**src/rtl/alu_share_arbiter_pkg.sv**
```systemverilog
// Shared definitions for the execute-stage ALU share arbiter:
// ALU operation encoding, response buffer states and width helpers.
package alu_share_arbiter_pkg;

  localparam int DATA_W = 32;
  localparam int OP_W   = 4;

  typedef enum logic [OP_W-1:0] {
    ADD     = 4'd0,
    SUB     = 4'd1,
    LOGIAND = 4'd2,
    LOGIOR  = 4'd3,
    LOGIXOR = 4'd4,
    SLL_OP  = 4'd5,
    SRL_OP  = 4'd6,
    SRA_OP  = 4'd7,
    SLT_OP  = 4'd8
  } alu_op_e;

  typedef enum logic {
    EMPTY = 1'b0,
    FULL  = 1'b1
  } buf_state_e;

  // Index width that stays at least one bit wide.
  function automatic int idx_w(input int n);
    return (n > 1) ? $clog2(n) : 1;
  endfunction

endpackage

```
**src/rtl/alu_share_arbiter_rr_grant_picker.sv**
```systemverilog
// Combinational grant picker: starved requesters first (lowest index),
// then requester 0 under static priority, then round-robin from the pointer.
module alu_share_arbiter_rr_grant_picker
  import alu_share_arbiter_pkg::*;
#(
  parameter int NUM_REQ = 2,
  localparam int IDX_W  = idx_w(NUM_REQ)
) (
  input  logic [NUM_REQ-1:0] valid_i,
  input  logic [IDX_W-1:0]   ptr_i,
  input  logic               prio0_i,
  input  logic [NUM_REQ-1:0] starve_i,
  output logic [NUM_REQ-1:0] gnt_oh_o,
  output logic [IDX_W-1:0]   gnt_idx_o,
  output logic               gnt_any_o
);

  logic [NUM_REQ-1:0] starved;

  assign starved = valid_i & starve_i;

  always_comb begin
    gnt_oh_o  = '0;
    gnt_idx_o = '0;
    gnt_any_o = 1'b0;
    if (|starved) begin
      // Downward scan so the lowest qualifying index is written last.
      for (int i = NUM_REQ-1; i >= 0; i--) begin
        if (starved[i]) begin
          gnt_idx_o = IDX_W'(i);
          gnt_any_o = 1'b1;
        end
      end
    end else if (prio0_i && valid_i[0]) begin
      gnt_idx_o = '0;
      gnt_any_o = 1'b1;
    end else begin
      for (int k = NUM_REQ-1; k >= 0; k--) begin
        if (valid_i[(int'(ptr_i) + k) % NUM_REQ]) begin
          gnt_idx_o = IDX_W'((int'(ptr_i) + k) % NUM_REQ);
          gnt_any_o = 1'b1;
        end
      end
    end
    if (gnt_any_o) gnt_oh_o[gnt_idx_o] = 1'b1;
  end

endmodule

```
**src/rtl/alu_share_arbiter.sv**
```systemverilog
// Shares one execute-stage ALU among NUM_REQ requesters and returns each
// result through a one-entry response buffer owned by the winning requester.
module alu_share_arbiter
  import alu_share_arbiter_pkg::*;
#(
  parameter int NUM_REQ    = 2,
  parameter int TAG_W      = 4,
  parameter int STARVE_MAX = 8
) (
  input  logic                              clk_i,
  input  logic                              reset_i,
  input  logic                              prio0_i,
  input  logic                              flush_i,
  input  logic [NUM_REQ-1:0]                reqValid_i,
  output logic [NUM_REQ-1:0]                reqReady_o,
  input  logic [NUM_REQ-1:0][DATA_W-1:0]    reqIn1_i,
  input  logic [NUM_REQ-1:0][DATA_W-1:0]    reqIn2_i,
  input  logic [NUM_REQ-1:0][OP_W-1:0]      reqOp_i,
  input  logic [NUM_REQ-1:0][TAG_W-1:0]     reqTag_i,
  output logic [DATA_W-1:0]                 aluIn1_o,
  output logic [DATA_W-1:0]                 aluIn2_o,
  output logic [OP_W-1:0]                   aluOperation_o,
  input  logic [DATA_W-1:0]                 aluOutput_i,
  input  logic                              aluZero_i,
  output logic [NUM_REQ-1:0]                rspValid_o,
  input  logic [NUM_REQ-1:0]                rspReady_i,
  output logic [DATA_W-1:0]                 rspData_o,
  output logic                              rspZero_o,
  output logic [TAG_W-1:0]                  rspTag_o
);

  localparam int IDX_W = idx_w(NUM_REQ);
  localparam int CNT_W = $clog2(STARVE_MAX + 1);

  buf_state_e                      state_q, state_d;
  logic [IDX_W-1:0]                own_q, own_d;
  logic [IDX_W-1:0]                ptr_q, ptr_d;
  logic [DATA_W-1:0]               data_q, data_d;
  logic                            zero_q, zero_d;
  logic [TAG_W-1:0]                tag_q, tag_d;
  logic [NUM_REQ-1:0][CNT_W-1:0]   starve_q, starve_d;

  logic [NUM_REQ-1:0] starve_flag;
  logic [NUM_REQ-1:0] cand_valid;
  logic [NUM_REQ-1:0] gnt_oh;
  logic [IDX_W-1:0]   gnt_idx;
  logic               gnt_any;
  logic               can_accept;
  logic               grant_en;

  // A held response frees the slot in the same cycle its owner drains it.
  assign can_accept = (state_q == EMPTY) || rspReady_i[own_q];
  assign grant_en   = can_accept && !flush_i;
  assign cand_valid = reqValid_i & {NUM_REQ{grant_en}};

  always_comb begin
    for (int i = 0; i < NUM_REQ; i++) begin
      starve_flag[i] = (starve_q[i] == CNT_W'(STARVE_MAX));
    end
  end

  alu_share_arbiter_rr_grant_picker #(
    .NUM_REQ (NUM_REQ)
  ) u_picker (
    .valid_i   (cand_valid),
    .ptr_i     (ptr_q),
    .prio0_i   (prio0_i),
    .starve_i  (starve_flag),
    .gnt_oh_o  (gnt_oh),
    .gnt_idx_o (gnt_idx),
    .gnt_any_o (gnt_any)
  );

  always_ff @(posedge clk_i or posedge reset_i) begin
    if (reset_i) state_q <= EMPTY;
    else         state_q <= state_d;
  end

  // Flush wins over both a refill and a drain.
  always_comb begin
    state_d = state_q;
    if (flush_i)                                 state_d = EMPTY;
    else if (gnt_any)                            state_d = FULL;
    else if (state_q == FULL && rspReady_i[own_q]) state_d = EMPTY;
  end

  always_comb begin
    reqReady_o     = gnt_oh;
    aluIn1_o       = '0;
    aluIn2_o       = '0;
    aluOperation_o = '0;
    if (gnt_any) begin
      aluIn1_o       = reqIn1_i[gnt_idx];
      aluIn2_o       = reqIn2_i[gnt_idx];
      aluOperation_o = reqOp_i[gnt_idx];
    end
    rspValid_o = '0;
    if (state_q == FULL) rspValid_o[own_q] = 1'b1;
  end

  always_comb begin
    own_d    = own_q;
    data_d   = data_q;
    zero_d   = zero_q;
    tag_d    = tag_q;
    ptr_d    = ptr_q;
    starve_d = starve_q;
    if (gnt_any) begin
      own_d  = gnt_idx;
      data_d = aluOutput_i;
      zero_d = aluZero_i;
      tag_d  = reqTag_i[gnt_idx];
      ptr_d  = (gnt_idx == IDX_W'(NUM_REQ-1)) ? '0 : gnt_idx + 1'b1;
    end
    for (int i = 0; i < NUM_REQ; i++) begin
      if (!reqValid_i[i] || gnt_oh[i])  starve_d[i] = '0;
      else if (!starve_flag[i])         starve_d[i] = starve_q[i] + 1'b1;
    end
  end

  always_ff @(posedge clk_i or posedge reset_i) begin
    if (reset_i) begin
      own_q    <= '0;
      data_q   <= '0;
      zero_q   <= 1'b0;
      tag_q    <= '0;
      ptr_q    <= '0;
      starve_q <= '0;
    end else begin
      own_q    <= own_d;
      data_q   <= data_d;
      zero_q   <= zero_d;
      tag_q    <= tag_d;
      ptr_q    <= ptr_d;
      starve_q <= starve_d;
    end
  end

  assign rspData_o = data_q;
  assign rspZero_o = zero_q;
  assign rspTag_o  = tag_q;

endmodule

```
**config.mk**
```make
export PLATFORM = sky130hd
export DESIGN_NAME = alu_share_arbiter
export DESIGN_NICKNAME = d
export VERILOG_FILES = /design/src/rtl/alu_share_arbiter_pkg.sv /design/src/rtl/alu_share_arbiter_rr_grant_picker.sv /design/src/rtl/alu_share_arbiter.sv
export SDC_FILE = /design/constraint.sdc
export NUM_CORES = 1
export LEC_CHECK = 0
export ABC_AREA = 1
export CAP_MARGIN = 20
export CORE_AREA = 2 2 113 115
export CTS_CLUSTER_SIZE = 25
export DETAILED_ROUTE_END_ITERATION = 12
export DIE_AREA = 0 0 115 117
export PLACE_DENSITY_LB_ADDON = 0.1
export RECOVER_POWER = 50
export SYNTH_ARGS = -nofsm -noshare
export SYNTH_HDL_FRONTEND = slang
export SYNTH_SLANG_ARGS = --single-unit
```
**constraint.sdc**
```tcl
create_clock -name clk_i -period 2.55 [get_ports clk_i]
set_input_delay 0.51 -clock clk_i [delete_from_list [all_inputs] [get_ports clk_i]]
set_output_delay 0.51 -clock clk_i [all_outputs]
set_load 0.01 [all_outputs]
```
# Word-level counts from Yosys, hierarchy flattened

Index checks and enable logic that the tools add are counted.
Widths: inputs -> output; s select.

Reductions and logical operators: 13
Multiplexer cells: 43
Equality and inequality tests: 4
Multiply operators: 0
Bitwise operators: 4
Add/subtract/negate cells: 4
Order comparisons: 6
Shift-type cells: 0
Divide/modulo/power cells: 0

Operators by type and width:

| cell                | count |
|---|---|
| $mux 32             | 6 |
| $mux 4              | 9 |
| $mux 1              | 24 |
| $add 4x1->4 const B | 2 |
| $eq 4x4->1 const B  | 2 |
| $lt 1x2->1 const B  | 3 |
| $logic_and 1x1->1   | 5 |
| $and 2x2->2         | 2 |
| $mux 2              | 2 |
| $ne 2x2->1 const B  | 2 |
| $logic_not 1->1     | 3 |
| $logic_or 1x1->1    | 3 |
| $lt 2x3->1 const B  | 1 |
| $reduce_bool 3->1   | 1 |
| $add 1x1->1 const B | 2 |
| $demux 1 s1         | 2 |
| $ge 1x1->1 const B  | 2 |
| $reduce_or 2->1     | 1 |
| $and 1x1->1 const A | 1 |
| $not 1->1           | 1 |

Register bits after elaboration: 48
Input port bits: 185
ROM bits: 0
Memories kept: 0
Bits in latches: 0
Memory bits (writable): 0
Output and inout bits: 109

# Depth between registers and ports, before layout

Gate-level depths: netlist (run 1).

Word-level depth: 19
Mapped depth: 14
Gate-level depth less buffers: 12

# By module

A second synthesis (run 1) with hierarchy kept.

Cell total of the unflattened synthesis: 476
Area, all modules: 2947.8 µm²

By module, submodules not included:

| module                            | times used | area an instance (µm²) | cells an instance | sequential area each (µm²) |
|---|---|---|---|---|
| alu_share_arbiter                 | 1          | 2892.8                 | 464               | 1201.2 |
| alu_share_arbiter_rr_grant_picker | 1          | 55.1                   | 12                | 0.0 |

# Least setup slack after synthesis (run 1)

Ideal clock, no wire load.

Kind: flip-flop to output port
Start: register starve_q[4] (netlist name)
End: output port aluIn1_o[26]
Arrival: 1556 ps
Cell stages (with the launch flop): 15
Setup slack: 484 ps
Required time: 2040 ps
Buffers on the path: 2
Path through: dfrtp_1 -> inv_1 -> ha_1 -> nand2_1 -> nor2_4 -> inv_2 -> nand2_1 -> nand2_1 -> nand2_2 -> nand2_4 -> inv_4 -> buf_6 -> buf_6 -> nand2_1 -> nand2_1

Cells in the longest elaborated chain, start to end: 8
Elaborated cells between the ends (all ways): 11

Ends and longest elaborated chain:

| item                                        | RTL line                                | RTL |
|---|---|---|
| start, declared                             | alu_share_arbiter.sv:41                 | `logic [NUM_REQ-1:0][CNT_W-1:0] starve_q, starve_d;` |
| start signal, assigned                      | alu_share_arbiter.sv:135                | `starve_q <= starve_d;` |
| $eq 4x4->1 (*)                              | alu_share_arbiter.sv:58                 | `starve_flag[i] = (starve_q[i] == CNT_W'(STARVE_MAX));` |
| $and 2x2->2 (*)                             | alu_share_arbiter_rr_grant_picker.sv:20 | `assign starved = valid_i & starve_i;` |
| $mux 1 (2 in series)                        | alu_share_arbiter_rr_grant_picker.sv:29 | `if (starved[i]) begin` |
| $mux 1                                      | alu_share_arbiter_rr_grant_picker.sv:26 | `if (\|starved) begin` |
| $mux 32 (implied by the code) (2 in series) | alu_share_arbiter.sv:93                 | `aluIn1_o = reqIn1_i[gnt_idx];` |
| $mux 32 (*)                                 | alu_share_arbiter.sv:92                 | `if (gnt_any) begin` |
| end, declared                               | alu_share_arbiter.sv:20                 | `output logic [DATA_W-1:0] aluIn1_o,` |

Every way passes the cells marked *; elsewhere a longest branch is shown, timed or not. The select of a mux whose other input is x is not followed.

# Worst setup path after layout (run 1)

Start: register starve_q[4] (netlist name)
End: output port aluIn1_o[14]

The elaborated chain is that of the path after synthesis.

==> results of run 1 <==
[routing by layer]
| metal | GRT usage (%) | up-vias |
|---|---|---|
| met1 | 26.43 | 2016 |
| met5 | 0 | - |
| li1 | - | 2153 |
| met2 | 34.39 | 178 |
| met3 | 5.819 | 20 |
| met4 | 4.337 | 0 |
[area by class of cell]
cell class              instances  area (µm²)  area share, %
clock buffers                   7       142.6          1.943
repair buffers                357        3637          49.56
well taps                     150       187.7          2.557
inverters                      22       95.09          1.296
multi-input cells             377        2066          28.15
diodes                          1       2.502        0.03409
flip-flops and latches         48        1201          16.37
clock inverters                 1       7.507         0.1023
[power breakdown]
part           leakage (nW)  internal [mW]  switching, mW
clock                0.0701          0.391          0.269
combinational          3.06          0.863          0.665
sequential            0.599          0.875         0.0669
total                  3.73           2.13           1.00
[critical path, cell delays in order (launching register included)]
cell and delay, ps:
dfrtp_1 390, inv_2 80, ha_4 140, nand2_4 50
nor2_4 130, inv_2 50, nand2_2 60, nand2_2 60
nand2_4 100, nand2_8 80, buf_12 140, buf_12 140
buf_16 130, nand3_1 70, nand2_2 60, buf_6 110
[synth_stat cells]
cell / count
nand2_1: 263
nand3_1: 82
dfrtp_1: 48
inv_1: 19
buf_2: 14
nor2_1: 9
buf_6: 8
clkbuf_1: 5
xor2_1: 5
ha_1: 4
a21oi_1: 3
buf_1: 3
o21ai_0: 3
inv_2: 2
nand2_2: 2
nor2_4: 2
inv_4: 1
nand2_4: 1
nand3_2: 1
nand3b_1: 1
o211ai_2: 1
[per-stage QoR]
step | total power, mW | cell area [µm²] | setup slack (ps) | cells | hold slack (ps)
floorplan | 1.432 | 3108 | 483.6 | 477 | 504.6
global placement | 2.281 | 6360 | -434.2 | 921 | 461.5
detailed placement | 2.292 | 6360 | -427.7 | 921 | 464.4
CTS | 3.061 | 6893 | -102.9 | 951 | 482.8
global route | 3.317 | 7337 | -172.4 | 962 | 495.3
finish | 3.129 | 7340 | -62.06 | 963 | 471.6
[kinds of logic (layout without fill, tap and decap cells)]
| group | count (synthesis) | in the layout | share of synthesized area (%) |
|---|---|---|---|
| AO/OA/AOI/OAI | 7 | 7 | 1.368 |
| AND/OR/NAND/NOR | 361 | 361 | 48.11 |
| XOR/XNOR | 5 | 5 | 1.409 |
| flip-flops | 48 | 48 | 38.65 |
| buffers and inverters | 52 | 387 | 8.857 |
| other | 0 | 1 | 0 |
| adder cells (fa/ha/maj) | 4 | 4 | 1.610 |
[sequential cells by signal, indices dropped and copies added, names as in the netlist]
name / cells
own_q: 1
ptr_q: 1
rspData_o: 32
rspTag_o: 4
rspZero_o: 1
starve_q: 8
state_q: 1
[repair_timing]
| item | CTS | global route |
|---|---|---|
| buffers inserted | 16 | 11 |
| setup endpoints to repair | 70 | 70 |
| pin swaps | 26 | 24 |
| resized for setup | 376 | 94 |
| hold endpoints to repair | 0 | 0 |
| gates cloned | 8 | 2 |
[how the worst max path moves through the flow]
| stage | slack, ps | end | start |
|---|---|---|---|
| 2_1_floorplan | 480 | aluIn1_o[26] | starve_q[4]$_DFFE_PP0P_ |
| 3_3_place_gp | -430 | aluIn1_o[28] | reqValid_i[0] |
| 3_5_place_dp | -430 | aluIn1_o[15] | rspReady_i[0] |
| 4_1_cts | -100 | aluIn1_o[5] | starve_q[4]$_DFFE_PP0P_ |
| 5_1_grt | -170 | aluIn2_o[27] | starve_q[4]$_DFFE_PP0P_ |
| 6_report | -60 | aluIn1_o[14] | starve_q[4]$_DFFE_PP0P_ |
==> impl_metrics.yaml, run 1 <==
synthesis:
  yosys-top-cells-area: "dfrtp_1 39%, nand2_1 32%, nand3_1 13%"
  syn_area_per_cell_um2: 6.516
  ys_types: 21
  yosys.area.top_type_share_pct: 38.65
  synth-seq-cells: 48
  synth_nets: 666
  netlist_instances: 477
  synth_top_area_cell: "dfrtp_1"
  ys_warn_count: 0
  syn_area_mm2: 0.003108
  yosysSeqAreaShare_pct: 38.65
power:
  powerDensity_mw_per_mm2: 426.3
  peakVddDrop_uv: 299.1
  cellLeakagePower_nw: 3.732
global_route:
  grt_usage_pct: 20.47
  grt_pass1_vias: 4051
  grt_start_max_net_pins: 39
  grt_pass1_wl_um: 21630
  grt-ovfl-total: 0
  antenna_found_initial: 1
detailed_routing:
  wl_met1_um: 6258
  wire_per_inst_um: 16.00
  first_pass_iters: 4
  wirelength_um: 15400
  vias_per_cell: 4.535
  ant_nets: 0
  vias: 4367
  drt_iter0_markers: 207
  highest_layer: "met4"
  dr_wl_met2_um: 7734
  route.met3.wl_um: 1171
  drc: 0
min_path:
  min-delay-start: "rspData_o[27]$_DFFE_PP0P_"
  hp-class: "reg -> reg"
  whs_path_depth: 2
  min_to: "rspData_o[27]$_DFFE_PP0P_"
finish:
  final_nets: 1000
  final_cell_mix: "200 x clkdlybuf4s50_1, 199 x nand2_1, 57 x nand3_1"
  final_common_cell: "clkdlybuf4s50_1"
  drive_above_1_share_pct: 30.30
  final_core_util_pct: 59.61
  syn_to_final_growth_pct: 136.2
  fill_cells: 1106
sta:
  fin_worst_skew_ps: 4.453
  period_minus_slack_ps: 2612
  hold_viol_final: 0
  rsz0062_at_grt: "yes"
  worst_slew_pin_slew_ps: 952.5
  max_freq_ghz: 0.3828
  setup_viol: 48
  slew_violations: 0
  slew_headroom_pct: 36.43
  tns_ps: -1418
  setup_ws_ps: -62.06
  min_period_over_period_pct: 102.4
clock_tree:
  clock_sinks: 48
  cts_tree: "built"
  htreeDepth: 2
  numCtsBuffers: 5
  cts.clk_slew.worst_paths_ps: 60
  cts_buffer_depth: 2
  root_buffer: "clkbuf_16"
  postCtsHoldBufs: 0
  insertion_delay_ps: 280
die:
  die_h_um: 117
  die_width_um: 115
  ioPinCount: 294
  rows: 41
  start_util_pct: 25.24
  fp.coreArea_mm2: 0.01231
  die-area_mm2: 0.01346
worst_setup_path:
  reg2reg_to: "starve_q[4]$_DFFE_PP0P_"
  reg2reg_slack_ps: 550
  cp-end-kind: "primary output"
  crit_fanout: 4
  r2r-start: "starve_q[4]$_DFFE_PP0P_"
  cp-start-kind: "flip-flop"
  cp.required_ps: 2040
  criticalPathCategory: "reg -> out"
  rr_worst_depth: 15
  arrival_ps: 2100
outcome:
  outcome: "finished, violations left"
  violations: "negative setup slack"
run:
  maxCapViolations: 0
placement:
  gp_congestion: 0.7721
  dp_hpwl_um: 11000
  port_buffers: 293
Note: power is estimated with default switching activity, not from simulation.
==> run 2: changes to the inputs <==
Settings changed: GPL_TIMING_DRIVEN set to 1.
==> results of run 2 <==
The final DEF is identical to that of run 1; final timing and power are the same.
